--- src/rtl/rgb_sequencer.sv ---
// rgb_sequencer: steps a one-hot RGB indicator through RED -> GREEN -> BLUE.
// Each colour is held for its own programmable dwell time.
//
// Ports
//   clk       sole clock, rising edge
//   rst       synchronous, active-high reset
//   start     begin a sequence (only honoured in IDLE)
//   stop      abort to IDLE on the next edge
//   en        count enable; low pauses the state and the dwell counter
//   mode      0 = loop BLUE -> RED, 1 = single pass BLUE -> IDLE
//   cfg_we    dwell register write strobe
//   cfg_sel   0 red, 1 green, 2 blue, 3 none
//   cfg_data  dwell value to write
//   light     one-hot colour: RED 100, GREEN 010, BLUE 001, IDLE 000
//   busy      high while a colour is shown
//   done      one-cycle pulse in the first IDLE cycle after a single pass
//
// state | meaning
// ------+--------------------------------------------------------
// IDLE  | light off, waiting for start
// RED   | showing red, counter counts down dw_r
// GREEN | showing green, counter counts down dw_g
// BLUE  | showing blue, counter counts down dw_b; exit per mode
module rgb_sequencer #(
   parameter int          CW        = 8,
   parameter int unsigned DEF_DWELL = 4
) (
   input  logic          clk,
   input  logic          rst,
   input  logic          start,
   input  logic          stop,
   input  logic          en,
   input  logic          mode,
   input  logic          cfg_we,
   input  logic [1:0]    cfg_sel,
   input  logic [CW-1:0] cfg_data,
   output logic [2:0]    light,
   output logic          busy,
   output logic          done
);

   typedef enum logic [1:0] {
      S_IDLE  = 2'd0,
      S_RED   = 2'd1,
      S_GREEN = 2'd2,
      S_BLUE  = 2'd3
   } state_t;

   state_t        state, state_n;
   logic [CW-1:0] cnt, cnt_n;
   logic [CW-1:0] dw_r, dw_g, dw_b;
   logic          done_n;

   always_ff @(posedge clk) begin
      if (rst) begin
         state <= S_IDLE;
         cnt   <= '0;
         done  <= 1'b0;
         dw_r  <= CW'(DEF_DWELL);
         dw_g  <= CW'(DEF_DWELL);
         dw_b  <= CW'(DEF_DWELL);
      end else begin
         state <= state_n;
         cnt   <= cnt_n;
         done  <= done_n;
         // A colour entered on this same edge has already sampled the old
         // value through cnt_n, so no bypass is needed here.
         if (cfg_we) begin
            case (cfg_sel)
               2'd0:    dw_r <= cfg_data;
               2'd1:    dw_g <= cfg_data;
               2'd2:    dw_b <= cfg_data;
               default: ;
            endcase
         end
      end
   end

   always_comb begin
      state_n = state;
      cnt_n   = cnt;
      done_n  = 1'b0;
      if (stop) begin
         state_n = S_IDLE;
         cnt_n   = '0;
      end else if (state == S_IDLE) begin
         if (start) begin
            state_n = S_RED;
            cnt_n   = dw_r;
         end
      end else if (en) begin
         if (cnt != '0) begin
            cnt_n = cnt - CW'(1);
         end else begin
            case (state)
               S_RED: begin
                  state_n = S_GREEN;
                  cnt_n   = dw_g;
               end
               S_GREEN: begin
                  state_n = S_BLUE;
                  cnt_n   = dw_b;
               end
               S_BLUE: begin
                  if (mode) begin
                     state_n = S_IDLE;
                     cnt_n   = '0;
                     done_n  = 1'b1;
                  end else begin
                     state_n = S_RED;
                     cnt_n   = dw_r;
                  end
               end
               default: ;
            endcase
         end
      end
   end

   // Outputs decode straight from the state register so they only change
   // with the state itself.
   always_comb begin
      case (state)
         S_RED:   light = 3'b100;
         S_GREEN: light = 3'b010;
         S_BLUE:  light = 3'b001;
         default: light = 3'b000;
      endcase
   end

   assign busy = (state != S_IDLE);

endmodule

--- config.mk ---
export PLATFORM = sky130hd
export DESIGN_NAME = rgb_sequencer
export DESIGN_NICKNAME = d
export VERILOG_FILES = /design/src/rtl/rgb_sequencer.sv
export SDC_FILE = /design/constraint.sdc
export NUM_CORES = 1
export LEC_CHECK = 0
export CAP_MARGIN = 40
export CORE_MARGIN = 4
export CORE_UTILIZATION = 45
export CTS_BUF_LIST = sky130_fd_sc_hd__clkbuf_4
export CTS_CLUSTER_DIAMETER = 40
export CTS_CLUSTER_SIZE = 12
export DETAILED_ROUTE_END_ITERATION = 10
export PLACE_DENSITY = 0.77
export SLEW_MARGIN = 20
export SYNTH_ARGS = -nofsm -noshare
export SYNTH_HDL_FRONTEND = slang
export SYNTH_SLANG_ARGS = --single-unit
--- constraint.sdc ---
create_clock -name clk -period 1.88 [get_ports clk]
set_input_delay 0.376 -clock clk [delete_from_list [all_inputs] [get_ports clk]]
set_output_delay 0.376 -clock clk [all_outputs]
set_load 0.005 [all_outputs]
Word-level counts from Yosys, hierarchy flattened
Cells that the tools add are included.
{"block": "classes", "n_addsub": 1, "n_bitwise": 2, "mux": 14, "n_eq_ne": 7, "n_reduce_logical": 14}
{"cell": "8-bit 2-to-1 mux", "n": 5}
{"cell": "8-bit case mux with 3 select lines", "n": 1}
{"cell": "3-bit case mux with 3 select lines", "n": 1}
{"cell": "2-bit 2-to-1 mux", "n": 4}
{"cell": "8-bit nonzero test", "n": 1}
{"cell": "8-bit by 1-bit subtractor with 8-bit output, second input constant", "n": 1}
{"cell": "2-bit equality test, second input constant", "n": 3}
{"cell": "2-bit case mux with 3 select lines", "n": 1}
{"cell": "2-bit AND reduction", "n": 3}
{"cell": "6-bit OR reduction", "n": 1}
{"cell": "5-bit nonzero test", "n": 1}
{"cell": "2-bit by 1-bit equality test with 1-bit output, second input constant", "n": 2}
{"cell": "2-bit logical NOT", "n": 2}
{"cell": "2-bit inequality test, second input constant", "n": 2}
{"cell": "4-bit AND reduction", "n": 1}
{"cell": "2-bit nonzero test", "n": 2}
{"cell": "4-bit nonzero test", "n": 1}
{"cell": "3-bit AND reduction", "n": 1}
{"cell": "1-bit 2-to-1 mux", "n": 2}
{"cell": "1-bit inverter", "n": 2}
{"cell": "2-bit OR reduction", "n": 1}
{"block": "totals", "wordCells": 44, "register_bits": 35}

Logic depth before layout (Yosys ltp)
{"block": "logic_depth", "word_depth": 5, "depth_mapped": 8, "depth_no_buf": 7}

Worst setup path after synthesis
No wires, ideal clock.
{"block": "synth_timing", "path_type": "register -> register", "startpoint": "register state[0]", "endpoint": "register cnt[7]", "stages_incl_launch_ff": 9, "t_arrival_ns": 1.610, "setup_time_ns": 0.133, "path_buffers": 1, "path_slack_ns": 0.137, "path_cell_list": "dfxtp_1 > inv_1 > ha_1 > nor2_1 > nand4b_1 > a22o_1 > buf_6 > a21oi_2 > a311oi_2"}
{"block": "synth_via", "elab_chain_cells": 5, "word_cells_on_any_way": 12, "cone_classes": "eq/ne: 4; mux: 4; reduce/logical: 4"}
{"element": "from (decl)", "line": "49", "rtl": "state_t state, state_n;"}
{"element": "from (signal assigned)", "line": "63", "rtl": "state <= state_n;"}
{"element": "2-bit equality test / 2-bit by 1-bit equality test with 1-bit output (equally long branches)", "line": "95", "rtl": "case (state)"}
{"element": "8-bit case mux with 3 select lines", "line": "95"}
{"element": "8-bit 2-to-1 mux", "line": "92", "rtl": "if (cnt != '0) begin"}
{"element": "8-bit 2-to-1 mux", "line": "91", "rtl": "end else if (en) begin"}
{"element": "8-bit 2-to-1 mux", "line": "86", "rtl": "end else if (state == S_IDLE) begin"}
{"element": "to (signal assigned)", "line": "64", "rtl": "cnt <= cnt_n;"}
{"element": "to (decl)", "line": "50", "rtl": "logic [CW-1:0] cnt, cnt_n;"}
Several ways; a longest one is shown, not always the timed one. The select of a mux whose other input is x is not followed.
A chain may end at the register's enable or synchronous reset.

Final worst setup path
{"block": "layout_timing", "startpoint": "register cnt[1]", "endpoint": "register cnt[2]"}
{"block": "layout_via", "elab_chain_cells": 4, "word_cells_on_any_way": 7, "cone_classes": "add/sub: 1; mux: 3; reduce/logical: 3"}
{"element": "8-bit by 1-bit subtractor with 8-bit output / 8-bit nonzero test (equally long branches)", "line": "93, 92"}
{"element": "8-bit 2-to-1 mux", "line": "92"}
{"element": "8-bit 2-to-1 mux", "line": "91"}
{"element": "8-bit 2-to-1 mux", "line": "86"}
Several ways; a longest one is shown, not always the timed one. The select of a mux whose other input is x is not followed.

==> qor.yml <==
yosys:
  synth_seq_cells: 35
  synthMuxAreaShare_pct: 15.0
  synth_edf_count: 0
  synth_cell_types: 41
  ys_warn_count: 0
  async_reset_ff_share_pct: 0
  seq_area_frac_synth_pct: 38.9
  synth_top_family_by_area: "simple AND/OR/NAND/NOR gates"
  syn_area_mm2: 0.00180
  synth_flop_cell: "dfxtp_1"
  synth_compound_area_share_pct: 17.8
  postSynthCellCount: 200
  synthAdderAreaFrac_pct: 4.86
  syn_area_per_cell_um2: 9.01
  synth-xor-area-share_pct: 0.486
  synth_fp_nets: 224
  yosys.area_share.simple_pct: 18.8
timing:
  slew_headroom_pct: 67.6
  timing.final.ws_setup_ns: 0.0647
  worst_hold_slack_ns: 0.469
  rsz0062_at_grt: "no"
  finalHoldViolCount: 0
  setup_viol: 0
  timing.fmax_ghz: 0.551
  finalMaxSlewViolations: 0
  post-route-period-util_pct: 96.6
  post-route-min-period_ns: 1.82
  worst_pin_slew_ns: 0.484
  fin_skew_ns: 0.00930
drt:
  first_iter_violations: 128
  drtPass1Iterations: 7
  vias_per_cell: 5.68
  routedWlPerCell_um: 15.1
  wl_um: 4320
  num_vias: 1625
  drc_errors: 0
  postRouteAntennaNets: 0
clock_tree:
  cts_buffer_depth: 2
  clockRootBuffer: "clkbuf_4"
  post-cts-setup-buffer-count: 0
  htreeDepth: 2
  tritoncts: "done"
  cts_sinks: 35
  holdBufCountCts: 0
  insertion_delay_ns: 0.33
  cts-buffers-inserted: 5
  path_clk_slew_ns: 0.11
power_and_ir_drop:
  p_leak_nw: 0.969
  seq_power_share_pct: 50.6
  p_switching_mw: 0.459
  p_per_area_mw_per_mm2: 680
  power.share.clock_pct: 26.5
  intPower_mw: 1.10
  switching_share_pct: 29.4
  peakVddDrop_v: 0.000665
  pwr-share-comb_pct: 22.9
  power_mw: 1.56
floorplanning:
  start_util_pct: 47.8
  core_area_mm2: 0.00377
  num_rows: 22
  die_h_um: 71.3
  ios: 22
  die_w_um: 71.3
  die_area_mm2: 0.00508
worst_setup_path:
  r2r-start: "cnt[1]$_SDFFE_PP0P_"
  r2r_cells: 8
  cp-start-kind: "register"
  crit_fanout: 5
  endpoint_kind: "register"
  crit_start: "cnt[1]$_SDFFE_PP0P_"
  crit_arrival_ns: 2.08
  worst-setup-path-type: "register to register"
  r2r_end: "cnt[2]$_SDFFE_PP0P_"
  cp.required_ns: 2.15
  r2r_setup_slack_ns: 0.06
  crit_path_end: "cnt[2]$_SDFFE_PP0P_"
layout:
  diodes: 0
  nets: 261
  fill_cells: 321
  final_area_mm2: 0.00230
  areaGrowthSynthToFinish_pct: 27.7
  layout-drive-gt1-share_pct: 17.6
global_route:
  grt_pass1_vias: 1466
  overflow: 0
  gr-usage-all-layers_pct: 17.1
  grt_pass1_wl_um: 6940
  grt_max_degree: 25
  grt_antenna_before_repair: 0
placed_design:
  pre_cts_ws_ns: -0.00722
  placed_cell_area_mm2: 0.00218
  place.gp.congestion: 0.899
  io_buffers: 21
  place_hpwl_um: 3180
status:
  outcome: "completed"
hold_path:
  hp-start: "dw_g[2]$_SDFFE_PP1P_"
  hp-class: "register to register"
run:
  cap_violations: 0
-- worst max-delay path, stage by stage, from the launching register on --
cell and delay (ns):
dfxtp_1 0.33, inv_1 0.08, ha_1 0.18, nor3b_2 0.16, buf_4 0.16, nand4b_1 0.15, a22oi_1 0.43, a211oi_1 0.09
nor3_1 0.17
-- power groups by stage --
stage	Clock, mW	Combinational (mW)	Sequential, mW
global placement	0	0.336	0.807
detailed placement	0	0.341	0.808
finish	0.414	0.358	0.792
CTS	0.427	0.348	0.791
global route	0.452	0.387	0.795
floorplan	0	0.211	0.804
-- per-stage QoR --
step	util [%]	instances	TNS, ns
4_1_cts	60.6	286	0
3_3_place_gp	57.8	278	0
6_report	61.0	286	0
2_1_floorplan	-	200	0
3_5_place_dp	57.8	278	-0.00722
5_1_grt	61.0	286	0
-- placed cells by master, fill, tap and decap left out, types with 2 or more instances in the layout --
master,Yosys,layout
a31oi_1,3,3
ha_4,0,3
a211o_1,4,4
a21oi_1,11,11
dfxtp_4,0,2
nand3b_1,2,2
clkbuf_4,0,6
nand2_1,11,11
a222oi_1,3,3
o21ai_1,3,3
dlygate4sd2_1,0,3
nor2_1,32,32
nor3_1,5,5
ha_1,7,4
clkdlybuf4s50_1,0,17
buf_4,0,17
a211oi_1,3,3
inv_1,6,4
a22oi_1,3,2
dfxtp_1,35,33
nor3b_1,5,5
o21ai_0,6,6
nor2b_1,4,4
mux2i_1,27,27
-- sequential cells by signal, indices dropped and copies added, names as in the netlist --
register / flops
state: 2
dw_b: 8
dw_g: 8
cnt: 8
dw_r: 8
done: 1
-- worst min path at each step --
| stage | cells after the start | end | slack (ns) |
|---|---|---|---|
| after floorplan | 1 | dw_g[2]$_SDFFE_PP1P_ | 0.43 |
| after global placement | 1 | dw_g[2]$_SDFFE_PP1P_ | 0.43 |
| after detailed placement | 1 | dw_g[2]$_SDFFE_PP1P_ | 0.44 |
| after CTS | 1 | dw_g[2]$_SDFFE_PP1P_ | 0.47 |
| after global routing | 1 | dw_g[2]$_SDFFE_PP1P_ | 0.51 |
| final | 1 | dw_g[2]$_SDFFE_PP1P_ | 0.47 |
-- cells in the mapped netlist (2+ instances only) --
master / instances / share of area [%]
dfxtp_1: 35 / 39
nor2_1: 32 / 6.7
mux2i_1: 27 / 15
a21oi_1: 11 / 3.1
nand2_1: 11 / 2.3
ha_1: 7 / 4.9
clkbuf_1: 6 / 1.2
inv_1: 6 / 1.2
o21ai_0: 6 / 1.7
nor3_1: 5 / 1.4
nor3b_1: 5 / 2.1
a211o_1: 4 / 1.9
nor2b_1: 4 / 1.4
a211oi_1: 3 / 1.2
a222oi_1: 3 / 1.7
a22oi_1: 3 / 1.2
a31oi_1: 3 / 1.0
o21ai_1: 3 / 0.83
a22o_1: 2 / 0.97
buf_2: 2 / 0.56
nand3b_1: 2 / 0.83
-- cells by family after synthesis --
group | Yosys count
buffers and inverters | 17
multiplexers | 27
AND/OR/NAND/NOR | 67
AO/OA/AOI/OAI | 46
XOR/XNOR | 1
adder cells (fa/ha/maj) | 7
flip-flops | 35
-- per-layer routing --
metal	share of wire, %	routed length, µm	track usage (%)	vias to the layer above
li1	-	-	-	795
met1	45	1950	23.4	755
met2	47	2010	26.6	64
met3	6.6	287	3.79	11
met4	1.6	69	6.05	0
met5	0	0	0	-
-- cell type report --
class / count / area [µm²] / area share, %
clock inverters: 2 / 12.5 / 0.544
repair buffers: 40 / 368 / 16.0
well taps: 48 / 60.1 / 2.61
flip-flops and latches: 35 / 708 / 30.8
multi-input cells: 148 / 1080 / 46.9
inverters: 7 / 28.8 / 1.25
clock buffers: 6 / 45.0 / 1.96
-- what timing repair did --
item                       4_1_cts  5_1_grt
pin swaps                        0        0
resized for setup               18        3
setup endpoints to repair        5        3
No activity file was read; power rests on OpenSTA's default activity.
==> RTL edit (config.mk and constraints unchanged) <==
`CW`: 8 -> 16.
--- a/src/rtl/rgb_sequencer.sv
+++ b/src/rtl/rgb_sequencer.sv
@@ -22,7 +22,7 @@
 // GREEN | showing green, counter counts down dw_g
 // BLUE  | showing blue, counter counts down dw_b; exit per mode
 module rgb_sequencer #(
-   parameter int          CW        = 8,
+   parameter int          CW        = 16,
    parameter int unsigned DEF_DWELL = 4
 ) (
    input  logic          clk,
Ports: changed (resized cfg_data); port bits go from 22 to 30. No check against the original RTL was run, so the function may have changed too.
==> RTL edit against the unedited design <==
Power is 130% higher; sequential cell count is 32 higher; synthesized cell count is 120% higher; sequential share of layout area is 0.84 points lower; die area is 76% higher; critical path depth is 1 higher; synthesized area is 87% higher; worst hold slack worse by 11 ps; final area is 96% higher; global-route usage is 4.9 points higher; setup slack worse by 54 ps; utilization is 1.1 points higher; wire length is 130% higher; critical path type unchanged; largest cell class unchanged.
==> RTL edit: results (changes against the unedited design) <==
- Status: finished clean (unchanged)
- Hold depth: 2 (was 1)
- Met2 WL: 4.72 mm (was 2.01 mm)
- Skew final: 20.5 ps (was 9.30 ps)
- Synth Area per Inst: 7.79 um2 (was 9.01 um2)
- Arrival @ worst endpoint: 2210 ps (was 2080 ps)
- Synth Area in Compound Gates: 0.228 (was 0.178)
- DR iter-0 viols: 337 (was 128)
- Post-Synth XOR/XNOR Area: 0.0182 (was 0.00486)
- Per-cell routed wire length: 16.3 um (was 15.1 um)
- Sequential share of the synthesized area: 0.397 (was 0.389)
- Met3 Routed Length: 623 um (was 287 um)
- Post-synth top cells: nand2_1 (117), dfxtp_1 (67), a21oi_1 (66) (was dfxtp_1 (35), nor2_1 (32), mux2i_1 (27))
- Combinational group share of total power: 0.340 (was 0.229)
- Largest driver fanout on the critical path: 9 (was 5)
- Post-CTS resize count: 33 (was 18)
- Ranking of synthesized cells by area: dfxtp_1 (40%), nand2_1 (13%), a21oi_1 (9.8%) (was dfxtp_1 (39%), mux2i_1 (15%), nor2_1 (6.7%))
- Reg2reg end: cnt[15] (was cnt[2])
- Reg2Reg Depth: 9 (was 8)
- First-pass GRT wire length: 15.4 mm (was 6.94 mm)
- Min Hold Slack: 459 ps (was 469 ps)
- Worst reg-to-reg setup slack: 10 ps (was 60 ps)
- Switch share: 0.345 (was 0.294)
- Non-filler cells, final: 608 (was 286)
- M1 GR Usage: 0.288 (was 0.234)
- Htree depth: 3 (was 2)
[RTL edit: changes by cell type after synthesis, moves of 6 or more]
cell	delta
a21oi_1	+55
a31oi_1	+6
clkbuf_1	+17
dfxtp_1	+32
mux2i_1	-21
nand2_1	+106
nor2_1	-26
nor3b_1	+6
o21ai_0	+17
[RTL edit: layout make-up]
type                    instances  area share
multi-input cells             329       0.457
clock inverters                 7      0.0100
well taps                      99      0.0275
repair buffers                 90       0.184
flip-flops and latches         67       0.299
clock buffers                   9      0.0150
inverters                       7     0.00694
[RTL edit: through the flow]
stage,setup slack (ps),setup TNS (ps)
2_1_floorplan,57.9,0
3_3_place_gp,-135,-1210
3_5_place_dp,-195,-2220
4_1_cts,3.11,0
5_1_grt,-62.6,-385
6_report,10.6,0
[RTL edit: worst reg2reg max path: cells and delay by family, from the launching register on]
kind | cells | cell delay, ps
buf+inv | 3 | 390
simple gates | 1 | 170
fa+ha+maj | 1 | 170
compound gates | 4 | 680
flops | 1 | 380
